--- src/rtl/di_reg_terminal_pkg.sv ---
// di_pkg: shared definitions for the di_reg_terminal register responder.
//   - transfer status codes returned on di_transfer_status
//   - FSM state encoding
//   - len_to_mask(): di_len byte count -> byte-lane write mask
// Optional feature macro used by the design: DI_REG_TERMINAL_TIMEOUT_EN.
package di_pkg;

  localparam logic [15:0] ST_OK       = 16'h0000;
  localparam logic [15:0] ST_BAD_ADDR = 16'h0001;
  localparam logic [15:0] ST_RO       = 16'h0002;
  localparam logic [15:0] ST_BAD_LEN  = 16'h0003;

  typedef enum logic [2:0] {
    S_IDLE,
    S_WAIT_RD,
    S_WAIT_WR,
    S_RDY_RD,
    S_RDY_WR
  } di_state_e;

  // A zero mask marks an illegal length; the caller turns that into ST_BAD_LEN.
  function automatic logic [3:0] len_to_mask(input logic [31:0] len);
    case (len)
      32'd1:   return 4'b0001;
      32'd2:   return 4'b0011;
      32'd4:   return 4'b1111;
      default: return 4'b0000;
    endcase
  endfunction

endpackage

--- src/rtl/di_reg_terminal_if.sv ---
// di_reg_terminal_if: device-interface (di_*) bus between the IO bridge
// (master) and a register terminal (slave).
//   master drives: terminal/register address, length, mode/request/accept
//                  strobes and write data
//   slave drives:  read/write ready, read data and transfer status
interface di_reg_terminal_if;
  logic [15:0] di_term_addr;
  logic [31:0] di_reg_addr;
  logic [31:0] di_len;
  logic        di_read_mode;
  logic        di_read_req;
  logic        di_read;
  logic        di_read_rdy;
  logic [31:0] di_reg_datao;
  logic        di_write_mode;
  logic        di_write;
  logic        di_write_rdy;
  logic [31:0] di_reg_datai;
  logic [15:0] di_transfer_status;

  modport master (
    output di_term_addr, di_reg_addr, di_len, di_read_mode, di_read_req,
           di_read, di_write_mode, di_write, di_reg_datai,
    input  di_read_rdy, di_reg_datao, di_write_rdy, di_transfer_status
  );

  modport slave (
    input  di_term_addr, di_reg_addr, di_len, di_read_mode, di_read_req,
           di_read, di_write_mode, di_write, di_reg_datai,
    output di_read_rdy, di_reg_datao, di_write_rdy, di_transfer_status
  );
endinterface

--- src/rtl/di_reg_terminal_wait_timer.sv ---
// di_wait_timer: loadable down-counter with a done flag.
//   clk, rst_n : clock, asynchronous active-low reset
//   load       : load load_val this cycle (takes priority over counting)
//   load_val   : value to load
//   done       : counter has reached zero (it then holds at zero)
module di_wait_timer #(
  parameter int W = 8
) (
  input  logic         clk,
  input  logic         rst_n,
  input  logic         load,
  input  logic [W-1:0] load_val,
  output logic         done
);

  logic [W-1:0] cnt_q, cnt_d;

  always_comb begin
    cnt_d = cnt_q;
    if (load) begin
      cnt_d = load_val;
    end else if (cnt_q != '0) begin
      cnt_d = cnt_q - 1'b1;
    end
  end

  always_ff @(posedge clk or negedge rst_n) begin
    if (!rst_n) begin
      cnt_q <= '0;
    end else begin
      cnt_q <= cnt_d;
    end
  end

  assign done = (cnt_q == '0);

endmodule

--- src/rtl/di_reg_terminal.sv ---
// di_reg_terminal: register-bank responder at one terminal address on the
// di_* bus. Serves single-word reads/writes with programmable wait states
// and returns a 16-bit transfer status per transaction.
//   ifclk, resetb : clock, asynchronous active-low reset
//   bus           : di_* bus, slave side
//   reg_q         : stored registers, lane i = [32i+31:32i] (RO lanes read 0)
//   ro_d          : read values for read-only registers
//   reg_wr_stb    : one-cycle strobe after a committed write
//   reg_rd_stb    : one-cycle strobe after an accepted read
// Optional feature: define DI_REG_TERMINAL_TIMEOUT_EN to drop an unaccepted
// ready after TIMEOUT_CYCLES and report it in status bit 15 (sticky).
module di_reg_terminal
  import di_pkg::*;
#(
  parameter logic [15:0]          TERM_ADDR      = 16'h0010,
  parameter int                   NUM_REGS       = 8,
  parameter int                   WAIT_STATES    = 2,
  parameter logic [NUM_REGS-1:0]  RO_MASK        = '0,
  parameter int                   TIMEOUT_CYCLES = 1024
) (
  input  logic                     ifclk,
  input  logic                     resetb,
  di_reg_terminal_if.slave         bus,
  output logic [NUM_REGS*32-1:0]   reg_q,
  input  logic [NUM_REGS*32-1:0]   ro_d,
  output logic [NUM_REGS-1:0]      reg_wr_stb,
  output logic [NUM_REGS-1:0]      reg_rd_stb
);

  localparam int AW = $clog2(NUM_REGS);
`ifdef DI_REG_TERMINAL_TIMEOUT_EN
  localparam int TW = 16;
`else
  localparam int TW = 8;
`endif

  di_state_e           state_q, state_d;
  logic [AW-1:0]       idx_q, idx_d;
  logic [3:0]          mask_q, mask_d;
  logic [15:0]         status_q, status_d;
  logic [31:0]         datao_q, datao_d;
  logic [31:0]         regs_q [NUM_REGS];
  logic [31:0]         regs_d [NUM_REGS];
  logic [NUM_REGS-1:0] wr_stb_q, wr_stb_d;
  logic [NUM_REGS-1:0] rd_stb_q, rd_stb_d;
  logic                wmode_q;
  logic                timeout_seen;
  logic                sticky_d;

  logic                tmr_load;
  logic [TW-1:0]       tmr_val;
  logic                tmr_done;

  logic                sel;
  logic                addr_ok;
  logic [AW-1:0]       req_idx;
  logic [3:0]          req_mask;
  logic [15:0]         wr_code;
  logic [AW+4:0]       lane_base;
  logic [31:0]         rd_word;

  di_wait_timer #(.W(TW)) u_timer (
    .clk      (ifclk),
    .rst_n    (resetb),
    .load     (tmr_load),
    .load_val (tmr_val),
    .done     (tmr_done)
  );

  assign sel       = (bus.di_term_addr == TERM_ADDR);
  assign addr_ok   = (bus.di_reg_addr < 32'(NUM_REGS));
  assign req_idx   = bus.di_reg_addr[AW-1:0];
  assign req_mask  = len_to_mask(bus.di_len);
  assign lane_base = {idx_q, 5'b00000};

  // Write status priority: bad address, then read-only, then bad length.
  // Reads always return a full word, so only the address is checked there.
  always_comb begin
    wr_code = ST_OK;
    if (!addr_ok) begin
      wr_code = ST_BAD_ADDR;
    end else if (RO_MASK[req_idx]) begin
      wr_code = ST_RO;
    end else if (req_mask == 4'b0000) begin
      wr_code = ST_BAD_LEN;
    end
  end

  // Read data for the latched index; a bad address yields zero.
  always_comb begin
    rd_word = '0;
    if (status_q == ST_OK) begin
      rd_word = RO_MASK[idx_q] ? ro_d[lane_base +: 32] : regs_q[idx_q];
    end
  end

  // Transaction FSM, register merge and strobe generation.
  always_comb begin
    state_d  = state_q;
    idx_d    = idx_q;
    mask_d   = mask_q;
    status_d = status_q;
    datao_d  = datao_q;
    regs_d   = regs_q;
    wr_stb_d = '0;
    rd_stb_d = '0;
    sticky_d = timeout_seen;
    tmr_load = 1'b0;
    tmr_val  = TW'(WAIT_STATES);

    case (state_q)
      S_IDLE: begin
        if (sel && bus.di_read_req) begin
          state_d  = S_WAIT_RD;
          idx_d    = req_idx;
          status_d = addr_ok ? ST_OK : ST_BAD_ADDR;
          tmr_load = 1'b1;
        end else if (sel && bus.di_write_mode && !wmode_q) begin
          state_d  = S_WAIT_WR;
          idx_d    = req_idx;
          mask_d   = req_mask;
          status_d = wr_code;
          tmr_load = 1'b1;
        end
      end

      S_WAIT_RD: begin
        if (!bus.di_read_mode) begin
          state_d = S_IDLE;
        end else if (tmr_done) begin
          state_d  = S_RDY_RD;
          datao_d  = rd_word;
`ifdef DI_REG_TERMINAL_TIMEOUT_EN
          tmr_load = 1'b1;
          tmr_val  = TW'(TIMEOUT_CYCLES - 1);
`endif
        end
      end

      S_WAIT_WR: begin
        if (!bus.di_write_mode) begin
          state_d = S_IDLE;
        end else if (tmr_done) begin
          state_d  = S_RDY_WR;
`ifdef DI_REG_TERMINAL_TIMEOUT_EN
          tmr_load = 1'b1;
          tmr_val  = TW'(TIMEOUT_CYCLES - 1);
`endif
        end
      end

      S_RDY_RD: begin
        if (!bus.di_read_mode) begin
          state_d = S_IDLE;
        end else if (bus.di_read) begin
          state_d = S_IDLE;
          if (status_q == ST_OK) begin
            rd_stb_d[idx_q] = 1'b1;
          end
`ifdef DI_REG_TERMINAL_TIMEOUT_EN
        end else if (tmr_done) begin
          state_d  = S_IDLE;
          sticky_d = 1'b1;
`endif
        end
      end

      S_RDY_WR: begin
        if (!bus.di_write_mode) begin
          state_d = S_IDLE;
        end else if (bus.di_write) begin
          state_d = S_IDLE;
          if (status_q == ST_OK) begin
            for (int b = 0; b < 4; b++) begin
              if (mask_q[b]) begin
                regs_d[idx_q][b*8 +: 8] = bus.di_reg_datai[b*8 +: 8];
              end
            end
            wr_stb_d[idx_q] = 1'b1;
            if (idx_q == '0) begin
              sticky_d = 1'b0;
            end
          end
`ifdef DI_REG_TERMINAL_TIMEOUT_EN
        end else if (tmr_done) begin
          state_d  = S_IDLE;
          sticky_d = 1'b1;
`endif
        end
      end

      default: state_d = S_IDLE;
    endcase
  end

  always_ff @(posedge ifclk or negedge resetb) begin
    if (!resetb) begin
      state_q  <= S_IDLE;
      idx_q    <= '0;
      mask_q   <= '0;
      status_q <= ST_OK;
      datao_q  <= '0;
      regs_q   <= '{default: '0};
      wr_stb_q <= '0;
      rd_stb_q <= '0;
      wmode_q  <= 1'b0;
    end else begin
      state_q  <= state_d;
      idx_q    <= idx_d;
      mask_q   <= mask_d;
      status_q <= status_d;
      datao_q  <= datao_d;
      regs_q   <= regs_d;
      wr_stb_q <= wr_stb_d;
      rd_stb_q <= rd_stb_d;
      wmode_q  <= bus.di_write_mode;
    end
  end

`ifdef DI_REG_TERMINAL_TIMEOUT_EN
  logic sticky_q;
  always_ff @(posedge ifclk or negedge resetb) begin
    if (!resetb) begin
      sticky_q <= 1'b0;
    end else begin
      sticky_q <= sticky_d;
    end
  end
  assign timeout_seen = sticky_q;
`else
  assign timeout_seen = 1'b0;
`endif

  for (genvar i = 0; i < NUM_REGS; i++) begin : g_lanes
    assign reg_q[i*32 +: 32] = regs_q[i];
  end

  assign bus.di_read_rdy        = (state_q == S_RDY_RD);
  assign bus.di_write_rdy       = (state_q == S_RDY_WR);
  assign bus.di_reg_datao       = datao_q;
  assign bus.di_transfer_status = {status_q[15] | timeout_seen, status_q[14:0]};
  assign reg_wr_stb             = wr_stb_q;
  assign reg_rd_stb             = rd_stb_q;

endmodule

--- src/flat_wrapper.sv ---
// flat-port wrapper written by rule: the top's interface ports become plain ports
module di_reg_terminal_flat import di_pkg::*;
#(
  parameter logic [15:0]          TERM_ADDR      = 16'h0010,
  parameter int                   NUM_REGS       = 8,
  parameter int                   WAIT_STATES    = 2,
  parameter logic [NUM_REGS-1:0]  RO_MASK        = '0,
  parameter int                   TIMEOUT_CYCLES = 1024
)
  (ifclk, resetb, reg_q, ro_d, reg_wr_stb, reg_rd_stb, bus_di_term_addr, bus_di_reg_addr, bus_di_len, bus_di_read_mode, bus_di_read_req, bus_di_read, bus_di_write_mode, bus_di_write, bus_di_reg_datai, bus_di_read_rdy, bus_di_reg_datao, bus_di_write_rdy, bus_di_transfer_status);
  di_reg_terminal_if bus_i ();
  input  logic ifclk;
  input  logic resetb;
  output logic [NUM_REGS*32-1:0] reg_q;
  input  logic [NUM_REGS*32-1:0] ro_d;
  output logic [NUM_REGS-1:0] reg_wr_stb;
  output logic [NUM_REGS-1:0] reg_rd_stb;
  input wire logic [$bits(bus_i.di_term_addr)-1:0] bus_di_term_addr;
  input wire logic [$bits(bus_i.di_reg_addr)-1:0] bus_di_reg_addr;
  input wire logic [$bits(bus_i.di_len)-1:0] bus_di_len;
  input wire logic [$bits(bus_i.di_read_mode)-1:0] bus_di_read_mode;
  input wire logic [$bits(bus_i.di_read_req)-1:0] bus_di_read_req;
  input wire logic [$bits(bus_i.di_read)-1:0] bus_di_read;
  input wire logic [$bits(bus_i.di_write_mode)-1:0] bus_di_write_mode;
  input wire logic [$bits(bus_i.di_write)-1:0] bus_di_write;
  input wire logic [$bits(bus_i.di_reg_datai)-1:0] bus_di_reg_datai;
  output wire logic [$bits(bus_i.di_read_rdy)-1:0] bus_di_read_rdy;
  output wire logic [$bits(bus_i.di_reg_datao)-1:0] bus_di_reg_datao;
  output wire logic [$bits(bus_i.di_write_rdy)-1:0] bus_di_write_rdy;
  output wire logic [$bits(bus_i.di_transfer_status)-1:0] bus_di_transfer_status;
  assign bus_i.di_term_addr = bus_di_term_addr;
  assign bus_i.di_reg_addr = bus_di_reg_addr;
  assign bus_i.di_len = bus_di_len;
  assign bus_i.di_read_mode = bus_di_read_mode;
  assign bus_i.di_read_req = bus_di_read_req;
  assign bus_i.di_read = bus_di_read;
  assign bus_i.di_write_mode = bus_di_write_mode;
  assign bus_i.di_write = bus_di_write;
  assign bus_i.di_reg_datai = bus_di_reg_datai;
  assign bus_di_read_rdy = bus_i.di_read_rdy;
  assign bus_di_reg_datao = bus_i.di_reg_datao;
  assign bus_di_write_rdy = bus_i.di_write_rdy;
  assign bus_di_transfer_status = bus_i.di_transfer_status;
  di_reg_terminal #(.TERM_ADDR(TERM_ADDR), .NUM_REGS(NUM_REGS), .WAIT_STATES(WAIT_STATES), .RO_MASK(RO_MASK), .TIMEOUT_CYCLES(TIMEOUT_CYCLES)) u_core (.ifclk(ifclk), .resetb(resetb), .bus(bus_i), .reg_q(reg_q), .ro_d(ro_d), .reg_wr_stb(reg_wr_stb), .reg_rd_stb(reg_rd_stb));
endmodule
--- config.mk ---
export PLATFORM = sky130hd
export DESIGN_NAME = di_reg_terminal_flat
export DESIGN_NICKNAME = d
export VERILOG_FILES = /design/src/rtl/di_reg_terminal_pkg.sv /design/src/rtl/di_reg_terminal_if.sv /design/src/rtl/di_reg_terminal_wait_timer.sv /design/src/rtl/di_reg_terminal.sv /design/src/flat_wrapper.sv
export SDC_FILE = /design/constraint.sdc
export NUM_CORES = 1
export LEC_CHECK = 0
export ABC_CLOCK_PERIOD_IN_PS = 2600
export CAP_MARGIN = 20
export CORE_AREA = 10 10 261 263
export CTS_BUF_LIST = sky130_fd_sc_hd__clkbuf_4
export CTS_CLUSTER_DIAMETER = 150
export DETAILED_ROUTE_END_ITERATION = 6
export DIE_AREA = 0 0 271 273
export SLEW_MARGIN = 30
export SYNTH_ARGS = -nofsm -noshare
export SYNTH_HDL_FRONTEND = slang
export SYNTH_SLANG_ARGS = --single-unit
--- constraint.sdc ---
create_clock -name ifclk -period 2.6 [get_ports ifclk]
set_input_delay 0.52 -clock ifclk [delete_from_list [all_inputs] [get_ports ifclk]]
set_output_delay 0.52 -clock ifclk [all_outputs]
set_load 0.01 [all_outputs]
; ---- Word level (Yosys, flattened, before mapping)
; Memory sizes are Yosys's and may differ from the RTL's.
; Cells that the tools add are included.
[op_classes]
n_mul = 0
div_mod_pow = 0
n_reduce_logical = 18
order_cmp = 6
muxes = 69
eq_ne = 13
addsub = 1
bitwise_logic = 2
shifts = 1
[op_table]
columns = cell, count
row1 = two-way mux 256 bit, 16
row2 = bitwise mux 256 bit, 4
row3 = demux 32 bit (select 3 bit), 4
row4 = indexed part select 256 x 9 -> 32 bit, 1
row5 = two-way mux 32 bit, 5
row6 = binary-select mux 32 bit (select 3 bit), 1
row7 = two-way mux 16 bit, 5
row8 = two-way mux 8 bit, 10
row9 = two-way mux 3 bit, 12
row10 = "equality test 32 x 1 -> 1 bit, second input constant", 1
row11 = "equality test 32 x 2 -> 1 bit, second input constant", 1
row12 = "equality test 32 x 3 -> 1 bit, second input constant", 1
row13 = "less-than comparator 32 x 4 -> 1 bit, second input constant", 1
row14 = two-way mux 24 bit, 1
row15 = "equality test 16 x 5 -> 1 bit, second input constant", 1
row16 = zero test 16 bit, 1
row17 = case mux 3 bit (5 select lines), 1
row18 = case mux 4 bit (3 select lines), 1
row19 = zero test 8 bit, 1
row20 = "less-than comparator 3 x 4 -> 1 bit, second input constant", 2
row21 = nonzero test 8 bit, 1
row22 = "subtractor 8 x 1 -> 8 bit, second input constant", 1
row23 = two-way mux 1 bit, 7
row24 = "equality test 3 x 2 -> 1 bit, second input constant", 2
row25 = other kinds (21), 29
[word_totals]
register_bits = 339
inputBits = 375
mem_bits_ro = 16
memories = 2
mem_bits_rw = 0
latchBits = 0
[memory_table]
columns = name, depth, word_bits, rd, rd_clocked_by_memory_dff, write_ports, line
row1 = (name not given), 8, 1, 1, 0, 0, di_reg_terminal.sv:82  ; end else if (RO_MASK[req_idx]) begin
row2 = (name not given), 8, 1, 1, 0, 0, di_reg_terminal.sv:93  ; rd_word = RO_MASK[idx_q] ? ro_d[lane_base +: 32] : regs_q[idx_q];

; ---- Depth between registers and ports, before layout
; Gate-level depths: netlist of run 1.
[depth]
depth_word = 25
depth_mapped = 8

; ---- Modules after synthesis
; Synthesis of run 1 repeated with hierarchy kept, for this count alone.
[unflattened]
hier_cells = 1096
hier_area_um2 = 14498.9
[by_module_without_submodules]
columns = mod, cells_per_inst, area_each_um2, instances
row1 = di_reg_terminal, 1040, 14004.7, 1
row2 = di_wait_timer, 56, 494.2, 1

; ---- Worst setup path after synthesis of run 1
; Ideal clock, no wire load.
[synth_timing]
path_kind = input-to-reg
startpoint = in bus_di_write
endpoint = reg u_core.regs_q (netlist bit u_core.reg_q[21])
setup_ns = 0.125
n_path_buf = 2
t_arrival_ns = 1.984
path_slack_ns = 0.491
cell_stages = 6
cell_sequence = or3b_1 buf_2 nor3_4 nand2_2 buf_2 mux2_2
[synth_between]
elab_chain_cells = 1
[synth_lines]
columns = element, line
row1 = from (decl), flat_wrapper.sv:25  ; input wire logic [$bits(bus_i.di_write)-1:0] bus_di_write;
row2 = AND reduction 4 bit (no line), n/a
row3 = to (signal assigned), di_reg_terminal.sv:213  ; regs_q <= regs_d;
row4 = to (decl), di_reg_terminal.sv:42  ; logic [31:0] regs_q [NUM_REGS];
; No other way between the ends.
; A chain may end at the register's enable or synchronous reset.

; ---- Final worst setup path of run 1
[layout_timing]
startpoint = reg u_core.status_q[1], in the netlist u_core.bus.di_transfer_status[1]
endpoint = out bus_di_transfer_status[1]
[layout_rtl]
columns = element, line
row1 = from (decl), di_reg_terminal.sv:40  ; logic [15:0] status_q, status_d;
row2 = from (signal assigned), di_reg_terminal.sv:211  ; status_q <= status_d;
row3 = to (decl), flat_wrapper.sv:30  ; output wire logic [$bits(bus_i.di_transfer_status)-1:0] bus_di_transfer_status;
; No word-level cell between the ends.

==> run metrics, run 1 <==
final clock skew 0.06450 ns; Buf+Inv Stages, Crit Path 1; Slew HR 0.4060; Post-Synth XOR/XNOR Area 0.004828; CP Class reg -> out; Worst Path Arrival 1.93 ns; Die Wd 271 µm; post-layout min period 2.448 ns; yosys warns 0; Root Driver clkbuf_4; Max-cap violations 0; core area 62740 µm²; worst path cell trace clkdlybuf4s50_1; Vias 11910; detailed placement HPWL 48.98 mm; CTS Sinks 324; hold_ws 0.1884 ns; Clk network pwr share 0.457; grt total ovfl 0; Global Route Usage Sum 0.1736; Distinct cells, synth 57; Synth Area in Adders 0.001724; status finished clean; post-synth top area cell dfrtp_1; Pins Over Slew Limit 0; NetSw 2501 µW; Reg clk slew, reported paths 0.07 ns; IO buf count 426; area grow syn2layout 50.09%; Initial Util 0.2313; maximum clock path buffer count 3; Clock Latency Late Sink 0.86 ns; Post-synth EDFFs 0; Final Hold Fails 0; worst vdd ir 0.2417 mV; initial antenna violation count 4; f_max 408.5 MHz; Top delay family on crit path buffers and inverters; Post-Syn Instances 1082; share of post-route cells with drive strength above 1 0.3300; first-pass GRT wire length 93.97 mm; most common cell after layout, fill and taps aside clkdlybuf4s50_1; RePlAce Congestion 0.8409; WL met1 27.74 mm; Compound-Gate Fraction of Synth Area 0.08682; crit share post-route 0.9415; internal power 7697 µW; routed length per placed instance 25.73 µm; main combinational cell family by area after synthesis multiplexers; area share of the largest cell type after synthesis 0.5587; CP max stage cell clkdlybuf4s50_1; Post-Synth Simple-Gate Area 0.07078; largest net degree at the start of global routing 84; register bit count reported by yosys 324; htree depth 3; Post-synth ARST share 1.000; mux cell area share after synthesis 0.2502; power per cell area 468.2 nW/µm²; Crit path largest cell delay 0.59 ns; startpoint types flop; share of power burned in combinational logic 0.043; synth top area cells dfrtp_1 56%, mux2_2 22%, a22oi_1 1.9%; Reg power frac 0.499; Die Area 73980 µm²; # rows 92; initial DRC count 707; Remaining DRCs 0; dpl cell area 20620 µm²; Worst Max-Slew Pin Slew 0.8891 ns; syn_area_per_cell 13.41 µm²; nets 2023; ys flop type dfrtp_1; crit path capture type output port; CTS buffer count 94; vias in the first global route 13110; sequential fraction of the synthesis area 0.5587; CTS tree done; Post-Syn Area 14510 µm²; CP required 2.08 ns; commonest non-fill, non-tap cells in the layout 421 x clkdlybuf4s50_1, 318 x dfrtp_1, 283 x mux2_2, 133 x clkbuf_4, 77 x buf_4; Leak Pwr 0.009785 µW; antenna viol nets, final 0; worst-path maximum fanout 5; Hold Path Class in -> async; DR top layer met5; met3 wire length 5.315 mm; Final TNS setup 0 ns; DIE HEIGHT 273 µm; vias per inst 4.651; final setup fails 0; routed wire length 65.86 mm; I/O pin count 697; met2 WL 31.22 mm; setup bufs post-CTS 0; Sw Ratio 0.2453; cell area after layout 21780 µm²; DRT Pass-1 Iters 5
==> final timing paths <==
| check | from | endpoint | cells after the start | slack (ns) |
|---|---|---|---|---|
| worst min register to register | u_core.bus.di_reg_datao[27]$_DFFE_PN0P_ | u_core.bus.di_reg_datao[27]$_DFFE_PN0P_ | 2 | 0.49 |
| worst min-delay path | resetb | u_core.bus.di_transfer_status[1]$_DFFE_PN0P_ | 2 | 0.19 |
| worst max-delay path | u_core.bus.di_transfer_status[1]$_DFFE_PN0P_ | bus_di_transfer_status[1] | 1 | 0.15 |
| max in group asynchronous | resetb | u_core.reg_q[56]$_DFFE_PN0P_ | 3 | 1.44 |
| min in group ifclk | bus_di_write_mode | u_core.wmode_q$_DFF_PN0_ | 2 | 0.32 |
| worst max register to register | u_core.idx_q[1]$_DFFE_PN0P_ | u_core.bus.di_reg_datao[16]$_DFFE_PN0P_ | 6 | 0.30 |
==> cell usage after synthesis (3+ instances only) <==
| library cell | instances |
|---|---|
| mux4_2 | 8 |
| buf_4 | 14 |
| a21oi_1 | 3 |
| inv_1 | 10 |
| buf_2 | 22 |
| o22ai_1 | 3 |
| nor3_1 | 13 |
| xnor2_1 | 4 |
| a221o_1 | 12 |
| nand2_2 | 8 |
| a222oi_1 | 4 |
| nor4_1 | 20 |
| a22oi_1 | 37 |
| a221oi_1 | 23 |
| a22o_1 | 26 |
| nand4_1 | 6 |
| nand3b_1 | 9 |
| buf_1 | 11 |
| xor2_1 | 4 |
| and3b_1 | 3 |
| mux2_1 | 11 |
| mux2i_1 | 14 |
| nand3_1 | 10 |
| dfrtp_1 | 324 |
| o21ai_0 | 21 |
| a2bb2oi_1 | 3 |
| mux2_2 | 283 |
| nor2b_1 | 9 |
| or2_2 | 3 |
| and2_1 | 4 |
| nand2_1 | 48 |
| o2bb2ai_1 | 3 |
| clkbuf_1 | 25 |
| nor2_1 | 31 |
| nor3b_1 | 6 |
| o211ai_1 | 17 |
==> kinds of logic (layout without fill, tap and decap cells) <==
logic type	after synthesis	in the layout
flip-flops	324	324
multiplexers	316	316
adder cells (fa/ha/maj)	2	2
AO/OA/AOI/OAI	161	161
XOR/XNOR	8	8
buffers and inverters	82	693
AND/OR/NAND/NOR	188	188
other	1	22
==> metrics by stage <==
stage,utilization,setup slack (ns),total power [µW],cells
2_1_floorplan,-,0.4912,5255,1095
3_3_place_gp,0.3287,-0.02709,5617,2395
3_5_place_dp,0.3287,-0.03417,5628,2395
4_1_cts,0.3468,0.001724,10430,2552
5_1_grt,0.3471,-0.009799,10740,2558
6_report,0.3472,0.1522,10200,2560
==> flip-flops by register name, summed over array words and instances (netlist names) <==
register / count
u_core.mask_q: 3
u_core.u_timer.cnt_q: 8
u_core.wmode_q: 1
u_core.bus.di_reg_datao: 32
u_core.idx_q: 3
u_core.state_q: 3
u_core.reg_q: 256
u_core.bus.di_transfer_status: 2
u_core.reg_wr_stb: 8
u_core.reg_rd_stb: 8
==> cell type report <==
class                      instances  area (µm²)
antenna                            8       20.02
clock buffer                     133       998.5
inverter                          10       37.54
timing repair buffer             527        5316
clock inverter                    23       122.6
sequential                       324        8123
multi-input combinational        689        6106
tap                              846        1059
fill                            6209       40950
==> metal layers <==
layer,global-route usage,up-vias
met5,0,-
met1,0.2108,6098
li1,-,5228
met2,0.2806,456
met4,0.05719,4
met3,0.06480,120
==> power by group through the flow <==
stage                     sequential, µW  clock, µW  combinational (µW)
final                               5090       4660                 440
after global routing                5090       5160                 486
after CTS                           5090       4890                 448
after detailed placement            5180          0                 445
after global placement              5180          0                 436
after floorplan                     5180          0                75.6
==> timing repair <==
| action | CTS | global route |
|---|---|---|
| gates cloned | 0 | 0 |
| resized for setup | 6 | 2 |
| hold endpoints to repair | 157 | 0 |
| hold buffers | 1 | 0 |
| setup endpoints to repair | 3 | 2 |
Note: power is estimated with default switching activity, not from simulation.
==> run 2: changes to the inputs <==
--- a/config.mk
+++ b/config.mk
@@ -12,6 +12,7 @@
 export CTS_CLUSTER_DIAMETER = 150
 export DETAILED_ROUTE_END_ITERATION = 6
 export DIE_AREA = 0 0 271 273
+export MAX_ROUTING_LAYER = met4
 export SLEW_MARGIN = 30
 export SYNTH_ARGS = -nofsm -noshare
 export SYNTH_HDL_FRONTEND = slang
==> run metrics, run 2 (synthesized netlist as in run 1, its figures left out) <==
status finished clean; core area 62740 µm²; Vias 11950; Util after Layout 0.3479; initial DRC count 734; largest net degree at the start of global routing 80; CTS Sinks 324; vias in the first global route 12840; final clock skew 0.05106 ns; CP Class reg -> out; crit share post-route 0.9494; maximum clock path buffer count 3; Top delay family on crit path buffers and inverters; Design Power 10330 µW; first-pass GRT wire length 93.54 mm; CP max stage cell clkdlybuf4s50_1; worst-path maximum fanout 3; routed length per placed instance 25.86 µm; detailed placement HPWL 48.78 mm; Root Driver clkbuf_4; Final Hold Fails 0; Global Route Usage Sum 0.1790; initial antenna violation count 6; share of post-route cells with drive strength above 1 0.3306; Worst Path Arrival 1.95 ns; cell area after layout 21830 µm²; Leak Pwr 0.009788 µW; CTS buffer count 92; Worst R2R Setup Slack 0.31 ns; antenna viol nets, final 0; Hold Path Class in -> async; Die Area 73980 µm²; Non-Filler Instances 2563; area grow syn2layout 50.40%; startpoint types flop; commonest non-fill, non-tap cells in the layout 422 x clkdlybuf4s50_1, 319 x dfrtp_1, 283 x mux2_2, 136 x clkbuf_4, 70 x buf_4; DIE HEIGHT 273 µm; Die Wd 271 µm; I/O pin count 697; Slew HR 0.4394; IO buf count 426; routed wire length 66.29 mm; final setup fails 0; reg2reg end u_core.bus.di_reg_datao[21]$_DFFE_PN0P_; max FFs per register 256; htree depth 3; dpl cell area 20630 µm²; reg2reg path depth 5; post-placement cell count 2391; grt total ovfl 0; Final TNS setup 0 ns; worst vdd ir 0.2721 mV; worst path cell trace clkdlybuf4s50_1; nets 2017; DRT Pass-1 Iters 5; Worst Max-Slew Pin Slew 0.8392 ns; Buf+Inv Stages, Crit Path 1; most common cell after layout, fill and taps aside clkdlybuf4s50_1; Crit path largest cell delay 0.68 ns; power per cell area 473.5 nW/µm²; setup bufs post-CTS 0; Max-cap violations 0; crit path capture type output port; Pins Over Slew Limit 0; RePlAce Congestion 0.8516; reg2reg start u_core.idx_q[0]$_DFFE_PN0P_; vias per inst 4.661; Remaining DRCs 0; # rows 92; CTS tree done; post-layout min period 2.468 ns; f_max 405.1 MHz; Initial Util 0.2313; Reg clk slew, reported paths 0.06 ns; Clock Latency Late Sink 0.86 ns; CP required 2.08 ns
==> run 2: cell types whose count changed in the layout (fill, tap and decap cells not counted), sizes merged <==
cell and delta:
clkinv +4, buf -4, inv -1, dlymetal6s2s -1, clkdlybuf4s50 +1, clkinvlp +1
clkbuf +3
==> run 2: worst max-delay path by stage <==
stage | start | end | slack, ns | cells after the start
finish | u_core.reg_q[39]$_DFFE_PN0P_ | reg_q[39] | 0.13 | 1
global placement | bus_di_write | u_core.reg_q[48]$_DFFE_PN0P_ | -0.04 | 7
global route | u_core.state_q[2]$_DFFE_PN0P_ | bus_di_read_rdy | -0.006 | 3
detailed placement | bus_di_write | u_core.reg_q[48]$_DFFE_PN0P_ | -0.08 | 7
CTS | u_core.reg_q[39]$_DFFE_PN0P_ | reg_q[39] | 0.0009 | 1
floorplan | bus_di_write | u_core.reg_q[21]$_DFFE_PN0P_ | 0.49 | 6
==> run 2: routing by layer <==
layer	GRT usage	wire (µm)	vias up
li1	-	-	5239
met1	0.2183	28390	6163
met2	0.2775	31210	444
met3	0.05834	5070	101
met4	0.05601	1622	0
met5	-	0	-
==> run 2: stage by stage <==
stage / hold WS (ns) / worst slack, ns
2_1_floorplan: 0.2244 / 0.4912
3_3_place_gp: 0.4750 / -0.03504
3_5_place_dp: 0.4745 / -0.07504
4_1_cts: 0.1420 / 0.0009015
5_1_grt: 0.1582 / -0.005500
6_report: 0.2065 / 0.1316
==> run 2: what timing repair did <==
action                                  4_1_cts  5_1_grt
hold buffers                                  1        0
endpoints found under the setup margin        3        0
gates resized for setup                       6        0
hold endpoints to repair                    109        0
==> run 2: cell type report <==
cell class,count,area (µm²)
Timing Repair Buffer,523,5321
Antenna cell,8,20.02
Inverter,10,37.54
Tap cell,846,1059
Fill cell,6219,40910
Multi-Input combinational cell,689,6101
Sequential cell,324,8122
Clock inverter,27,146.4
Clock buffer,136,1021
==> run 2: report_power, final <==
part | total, µW | internal (µW) | switching, µW
Clock | 4810 | 2490 | 2320
Sequential | 5090 | 5060 | 27.9
Combinational | 435 | 206 | 228
Total | 10300 | 7760 | 2570
